`src/rtl/delay_pkg.sv`:
```
// Shared sample type, ring addressing helper and defaults for the delay tap reader.
// Optional feature macro used by the top: DELAY_TAP_FILL_CHECK_EN.
`ifndef DELAY_PKG_SV
`define DELAY_PKG_SV

// Sample type of parameterised width; a package typedef cannot carry a parameter.
`define DELAY_SAMPLE_T(w) logic [(w)-1:0]

package delay_pkg;

    localparam int DELAY_DEFAULT_DEPTH = 32;
    localparam int DELAY_DEFAULT_SIZE  = 16;

    // Widest pointer the helper handles; callers zero-extend in and truncate out.
    localparam int RING_AW_MAX = 32;

    typedef logic [RING_AW_MAX-1:0] ring_ptr_t;

    // Slot holding the sample written `lag` writes before the newest one.
    // Low bits of the difference only depend on low bits of the operands,
    // so truncating the result to the real pointer width wraps correctly.
    function automatic ring_ptr_t ring_addr(input ring_ptr_t wr_ptr, input ring_ptr_t lag);
        return wr_ptr - ring_ptr_t'(1) - lag;
    endfunction

endpackage

`endif

```
`src/rtl/delay_ring_mem.sv`:
```
// Ring storage for the delay tap reader: one synchronous write port, one
// asynchronous read port, no reset on the array. Macro: DELAY_TAP_FILL_CHECK_EN (unused here).
module delay_ring_mem
    import delay_pkg::*;
#(
    parameter  int size  = DELAY_DEFAULT_SIZE,
    parameter  int depth = DELAY_DEFAULT_DEPTH,
    localparam int LW    = $clog2(depth)
) (
    input  logic                 clk,
    input  logic                 we,
    input  logic [LW-1:0]        waddr,
    input  `DELAY_SAMPLE_T(size) wdata,
    input  logic [LW-1:0]        raddr,
    output `DELAY_SAMPLE_T(size) rdata
);

    `DELAY_SAMPLE_T(size) mem [depth];

    always_ff @(posedge clk) begin
        if (we) begin
            mem[waddr] <= wdata;
        end
    end

    // Combinational read returns the pre-edge contents, giving read-before-write.
    assign rdata = mem[raddr];

endmodule

```
`src/rtl/delay_tap_reader.sv`:
```
// Ring-buffered sample history with handshaked random-lag reads (lag 0 = newest sample).
// Macro DELAY_TAP_FILL_CHECK_EN adds out_err and zeroes responses for lags not yet written.
module delay_tap_reader
    import delay_pkg::*;
#(
    parameter  int size  = DELAY_DEFAULT_SIZE,
    parameter  int depth = DELAY_DEFAULT_DEPTH,
    localparam int LW    = $clog2(depth)
) (
    input  logic                 clk,
    input  logic                 rstn,
    input  logic                 in_valid,
    input  `DELAY_SAMPLE_T(size) in,
    input  logic                 rd_valid,
    input  logic [LW-1:0]        rd_lag,
    output logic                 rd_ready,
    output logic                 out_valid,
    input  logic                 out_ready,
    output `DELAY_SAMPLE_T(size) out
`ifdef DELAY_TAP_FILL_CHECK_EN
    ,
    output logic                 out_err
`endif
);

    localparam logic [LW:0] FILL_MAX = (LW+1)'(depth);

    logic [LW-1:0]        wr_ptr;
    logic [LW:0]          fill;
    logic [LW-1:0]        rd_addr;
    `DELAY_SAMPLE_T(size) rd_data;
    logic                 rd_acc;
    logic                 lag_unfilled;

    // Single output register: a new request may enter whenever the slot drains this cycle.
    assign rd_ready = !out_valid || out_ready;
    assign rd_acc   = rd_valid && rd_ready;
    assign rd_addr  = LW'(ring_addr(ring_ptr_t'(wr_ptr), ring_ptr_t'(rd_lag)));

    delay_ring_mem #(
        .size  (size),
        .depth (depth)
    ) u_mem (
        .clk   (clk),
        .we    (in_valid),
        .waddr (wr_ptr),
        .wdata (in),
        .raddr (rd_addr),
        .rdata (rd_data)
    );

    // Writes never stall; fill saturates once every slot holds a real sample.
    always_ff @(posedge clk or negedge rstn) begin
        if (!rstn) begin
            wr_ptr <= '0;
            fill   <= '0;
        end else if (in_valid) begin
            wr_ptr <= wr_ptr + LW'(1);
            if (fill != FILL_MAX) begin
                fill <= fill + (LW+1)'(1);
            end
        end
    end

`ifdef DELAY_TAP_FILL_CHECK_EN
    assign lag_unfilled = ({1'b0, rd_lag} >= fill);

    always_ff @(posedge clk or negedge rstn) begin
        if (!rstn) begin
            out_err <= 1'b0;
        end else if (rd_acc) begin
            out_err <= lag_unfilled;
        end
    end
`else
    // Fill is still tracked without the checker; fold it into a deliberately unused net.
    logic fill_unused;
    assign fill_unused  = ^fill;
    assign lag_unfilled = 1'b0;
`endif

    always_ff @(posedge clk or negedge rstn) begin
        if (!rstn) begin
            out_valid <= 1'b0;
            out       <= '0;
        end else if (rd_acc) begin
            out_valid <= 1'b1;
            out       <= lag_unfilled ? '0 : rd_data;
        end else if (out_ready) begin
            out_valid <= 1'b0;
        end
    end

endmodule

```
`config.mk`:
```
export PLATFORM = sky130hd
export DESIGN_NAME = delay_tap_reader
export DESIGN_NICKNAME = d
export VERILOG_FILES = /design/src/rtl/delay_pkg.sv /design/src/rtl/delay_ring_mem.sv /design/src/rtl/delay_tap_reader.sv
export SDC_FILE = /design/constraint.sdc
export NUM_CORES = 1
export LEC_CHECK = 0
export BUFFER_PORTS_ARGS = -buffer_cell sky130_fd_sc_hd__buf_2
export CAP_MARGIN = 20
export CORE_MARGIN = 3
export CORE_UTILIZATION = 45
export CTS_CLUSTER_DIAMETER = 50
export DETAILED_ROUTE_END_ITERATION = 8
export SETUP_SLACK_MARGIN = 0.05
export SKIP_CTS_REPAIR_TIMING = 1
export SYNTH_ARGS = -nofsm -noshare
export SYNTH_HDL_FRONTEND = slang
export SYNTH_SLANG_ARGS = --single-unit
export TNS_END_PERCENT = 20
```
`constraint.sdc`:
```
create_clock -name clk -period 7.4 [get_ports clk]
set_input_delay 1.48 -clock clk [delete_from_list [all_inputs] [get_ports clk]]
set_output_delay 1.48 -clock clk [all_outputs]
set_load 0.02 [all_outputs]
```
Word-level counts from Yosys, hierarchy flattened
Memory sizes are Yosys's and may differ from the RTL's. A register that Yosys moved wholly into a read port is not among the register bits.
Cells that the tools add are included.
- reductions and logical operators: 5
- muxes and demuxes: 4
- add/sub/neg operators: 3
- operator list (operator ; count):
    adder 5 x 1 -> 5 bit, second input constant ; 1
    subtractor 5 x 1 -> 5 bit, second input constant ; 1
    subtractor 5 bit ; 1
    two-way mux 1 bit ; 4
    zero test 1 bit ; 2
    nonzero test 2 bit ; 1
    logical AND 1 bit ; 1
    logical OR 1 bit ; 1
- input port bits: 26
- RAM bits: 512
- memories kept: 1
- output and inout bits: 18
- register bits: 6
- memories (memory ; words ; bits a word ; rd ports ; clocked after Yosys merged registers in ; write ports ; line ; text):
    u_mem.mem ; 32 ; 16 ; 1 ; 1 ; 1 ; delay_ring_mem.sv:18 ; `DELAY_SAMPLE_T(size) mem [depth];

Logic depth before layout (Yosys ltp)
- word-level depth: 4
- mapped depth: 12
- gate-level depth less buffers: 8

By module
A second synthesis with hierarchy kept.
- cells, all modules: 1195
- area total of the unflattened synthesis: 21256.6 µm²
- modules (own cells, without submodules) (module ; instances ; area each (µm²) ; cells an instance ; sequential area each (µm²)):
    delay_ring_mem ; 1 ; 20215.6 ; 1127 ; 15374.7
    delay_tap_reader ; 1 ; 1041.0 ; 68 ; 550.5

Worst setup path before layout
No wires, ideal clock.
- path kind: input-to-reg
- start: input port rd_lag[0]
- end: register out[7] in the netlist's numbering (read register of u_mem.mem)
- stages: 10
- path buffers: 3
- setup time: 0.129 ns
- arrival time: 3.850 ns
- setup slack: 3.421 ns
- required time: 7.271 ns
- cells stage by stage: inv_1 -> ha_1 -> fa_1 -> buf_2 -> buf_2 -> buf_2 -> mux4_2 -> mux2i_1 -> o2bb2ai_1 -> a2111o_1
- word-level cells in the longest chain between the ends: 1
- RTL lines (element ; line ; text):
    start: declaration ; delay_tap_reader.sv:15 ; input logic [LW-1:0] rd_lag,
    subtractor 5 bit ; delay_pkg.sv:23 ; return wr_ptr - ring_ptr_t'(1) - lag;
    end: declaration ; delay_tap_reader.sv:19 ; output `DELAY_SAMPLE_T(size) out
Every way passes these cells.
A chain may end at the register's enable or synchronous reset.

Worst setup path in the final report
- start: input port rd_lag[0]
- end: register out[6] in the netlist's numbering (read register of u_mem.mem)
Same word-level chain as after synthesis.

==> results.json <==
{
  "clockRootBuffer": "clkbuf_16",
  "avgSynthCellArea_um2": 18.73,
  "setup_viol": 0,
  "layout_commonest_cell": "edfxtp_1",
  "power.density_nw_per_um2": 415.7,
  "tns_ps": 0,
  "place.port_buffers": 43,
  "ir_drop_mv": 0.7436,
  "multiInputGateArea_um2": 4832,
  "fin_crit_ps": 4599,
  "via_count": 10942,
  "gp_congestion": 0.7770,
  "antenna_left": 0,
  "dp_hpwl_mm": 28.91,
  "drv_slew": 0,
  "async_flop_share": 0.04120,
  "numCtsBuffers": 58,
  "grt_pass1_vias": 11051,
  "n_fill_cell": 3640,
  "yosysWarnings": 0,
  "cts_max_path_buffers": 3,
  "die_x_um": 222.0,
  "required_ps": 7950,
  "holdWs_ps": 563.9,
  "power_mw": 9.968,
  "grt_antenna_before_repair": 3,
  "hold_viol": 0,
  "synth-edff-count": 512,
  "critPathKind": "primary input to flop",
  "critPathMaxFanout": 98,
  "drtIter0Drc": 966,
  "clkTransAtPathRegs_ps": 60,
  "grt_pass1_wl_mm": 75.23,
  "seqCellArea_um2": 15930,
  "fin_worst_skew_ps": 23.12,
  "worstMarginPinSlew_ps": 1033,
  "cts_tree": "yes",
  "r2r_slack_ps": 3290,
  "cts.sinks": 534,
  "dieHeight_um": 222.0,
  "place_ws_ps": 2109,
  "grt_usage": 0.2076,
  "timing.final.crit_share": 0.6214,
  "wl_per_cell_um": 27.63,
  "critPathLaunchType": "primary input",
  "fin_util": 0.5239,
  "htreeDepth": 2,
  "final_nets": 1237,
  "ys_ff_latch": 534,
  "arrival_ps": 5150,
  "fmax_mhz": 217.5,
  "ys.flop_type": "edfxtp_1",
  "start_util": 0.4586,
  "endpoint_kind": "flop",
  "syn_nets": 1156,
  "yosysSeqAreaShare": 0.7587,
  "area_growth_pct": 14.23,
  "ys_types": 44,
  "rsz0062_at_grt": "no",
  "clk_latency_ps": 610,
  "syn_inst": 1121,
  "grt_max_degree": 99,
  "dr.pass1.iters": 5,
  "core_area_um2": 45770,
  "pin_count": 44,
  "drive_above_1_share": 0.2042,
  "grt_overflow_total": 0,
  "rows": 78,
  "p_leak_nw": 7.953,
  "die_area_um2": 49280,
  "wl_mm": 51.11,
  "setup_slack_ps": 2801,
  "status": "completed",
  "final_cell_mix": "edfxtp_1 (512), mux2i_1 (97), nand2_1 (73)",
  "route.detailed.drc": 0,
  "hold_path.class": "flop to flop",
  "viasPerCell": 5.915,
  "synth_area_um2": 20990,
  "maxSlewHeadroom": 0.3098,
  "maxCapViolations": 0
}
-- through the flow --
step                cells  instance area (um2)
floorplan            1121                20990
global placement     1741                22140
detailed placement   1742                22150
CTS                  1849                23980
global route         1849                23980
finish               1850                23980
-- layout make-up --
type                            count  area share
Inverter                            7    0.001096
Multi-Input combinational cell    510      0.2015
Tap cell                          600     0.03131
Clock inverter                     34     0.01231
Sequential cell                   534      0.6642
Timing Repair Buffer               91     0.02573
Clock buffer                       73     0.06377
Antenna cell                        1   0.0001044
-- logic make-up (layout without fill, tap and decap cells) --
family	after synthesis	count (layout)	share of synthesized area
AOI/OAI and AO/OA	137	137	0.05221
xor gates and xnor gates	7	7	0.002921
adders and majority gates	9	9	0.005722
buffers and inverters	77	205	0.01627
DFF	534	534	0.7587
muxes	162	162	0.1155
other	0	1	0
and+or+nand+nor	195	195	0.04876
-- critical path, cell delays in order --
cell,delay [ps]
buf_2,80
inv_1,50
ha_4,160
fa_4,1280
buf_12,530
a2111oi_0,200
a31oi_1,230
nor4bb_1,870
or3_1,210
-- power breakdown --
group / internal, mW / total [mW] / switching (mW)
sequential: 3.54 / 3.68 / 0.139
combinational: 1.39 / 3.52 / 2.12
clock: 1.63 / 2.77 / 1.14
-- worst paths after layout --
kind	startpoint	end	cells past startpoint
min	out_valid$_DFFE_PN0P_	out_valid$_DFFE_PN0P_	2
min reg2reg	out_valid$_DFFE_PN0P_	out_valid$_DFFE_PN0P_	2
min in group asynchronous	rstn	out[12]$_DFFE_PN0P_	1
max in group asynchronous	rstn	out[14]$_DFFE_PN0P_	1
max	rd_lag[0]	out[6]$_DFFE_PN0P_	9
max reg2reg	wr_ptr[0]$_DFFE_PN0P_	out[6]$_DFFE_PN0P_	7
-- metal layers --
layer,GRT usage,vias to the layer above,share of wire
li1,-,4764,-
met1,0.2925,5768,0.44
met2,0.3382,338,0.48
met3,0.04025,70,0.060
met4,0.05015,2,0.020
met5,0,-,0.00022
-- cells in the mapped netlist, drive strengths merged, types with 17 or more instances --
master / n / area (um2)
a31oi: 30 / 187.7
or3: 17 / 111.4
nand2: 73 / 274.0
dfrtp: 22 / 550.5
clkbuf: 31 / 116.4
mux2i: 97 / 970.9
a2111oi: 33 / 307.8
nor2b: 34 / 212.7
edfxtp: 512 / 15370
mux4: 64 / 1441
a32oi: 30 / 262.8
buf: 39 / 198.9
nor2: 23 / 86.33
-- registers in the layout (all words and copies together) (netlist names) --
register / cells
wr_ptr: 5
out_valid: 1
u_mem.mem: 512
out: 16
No activity file was read; power rests on OpenSTA's default activity.
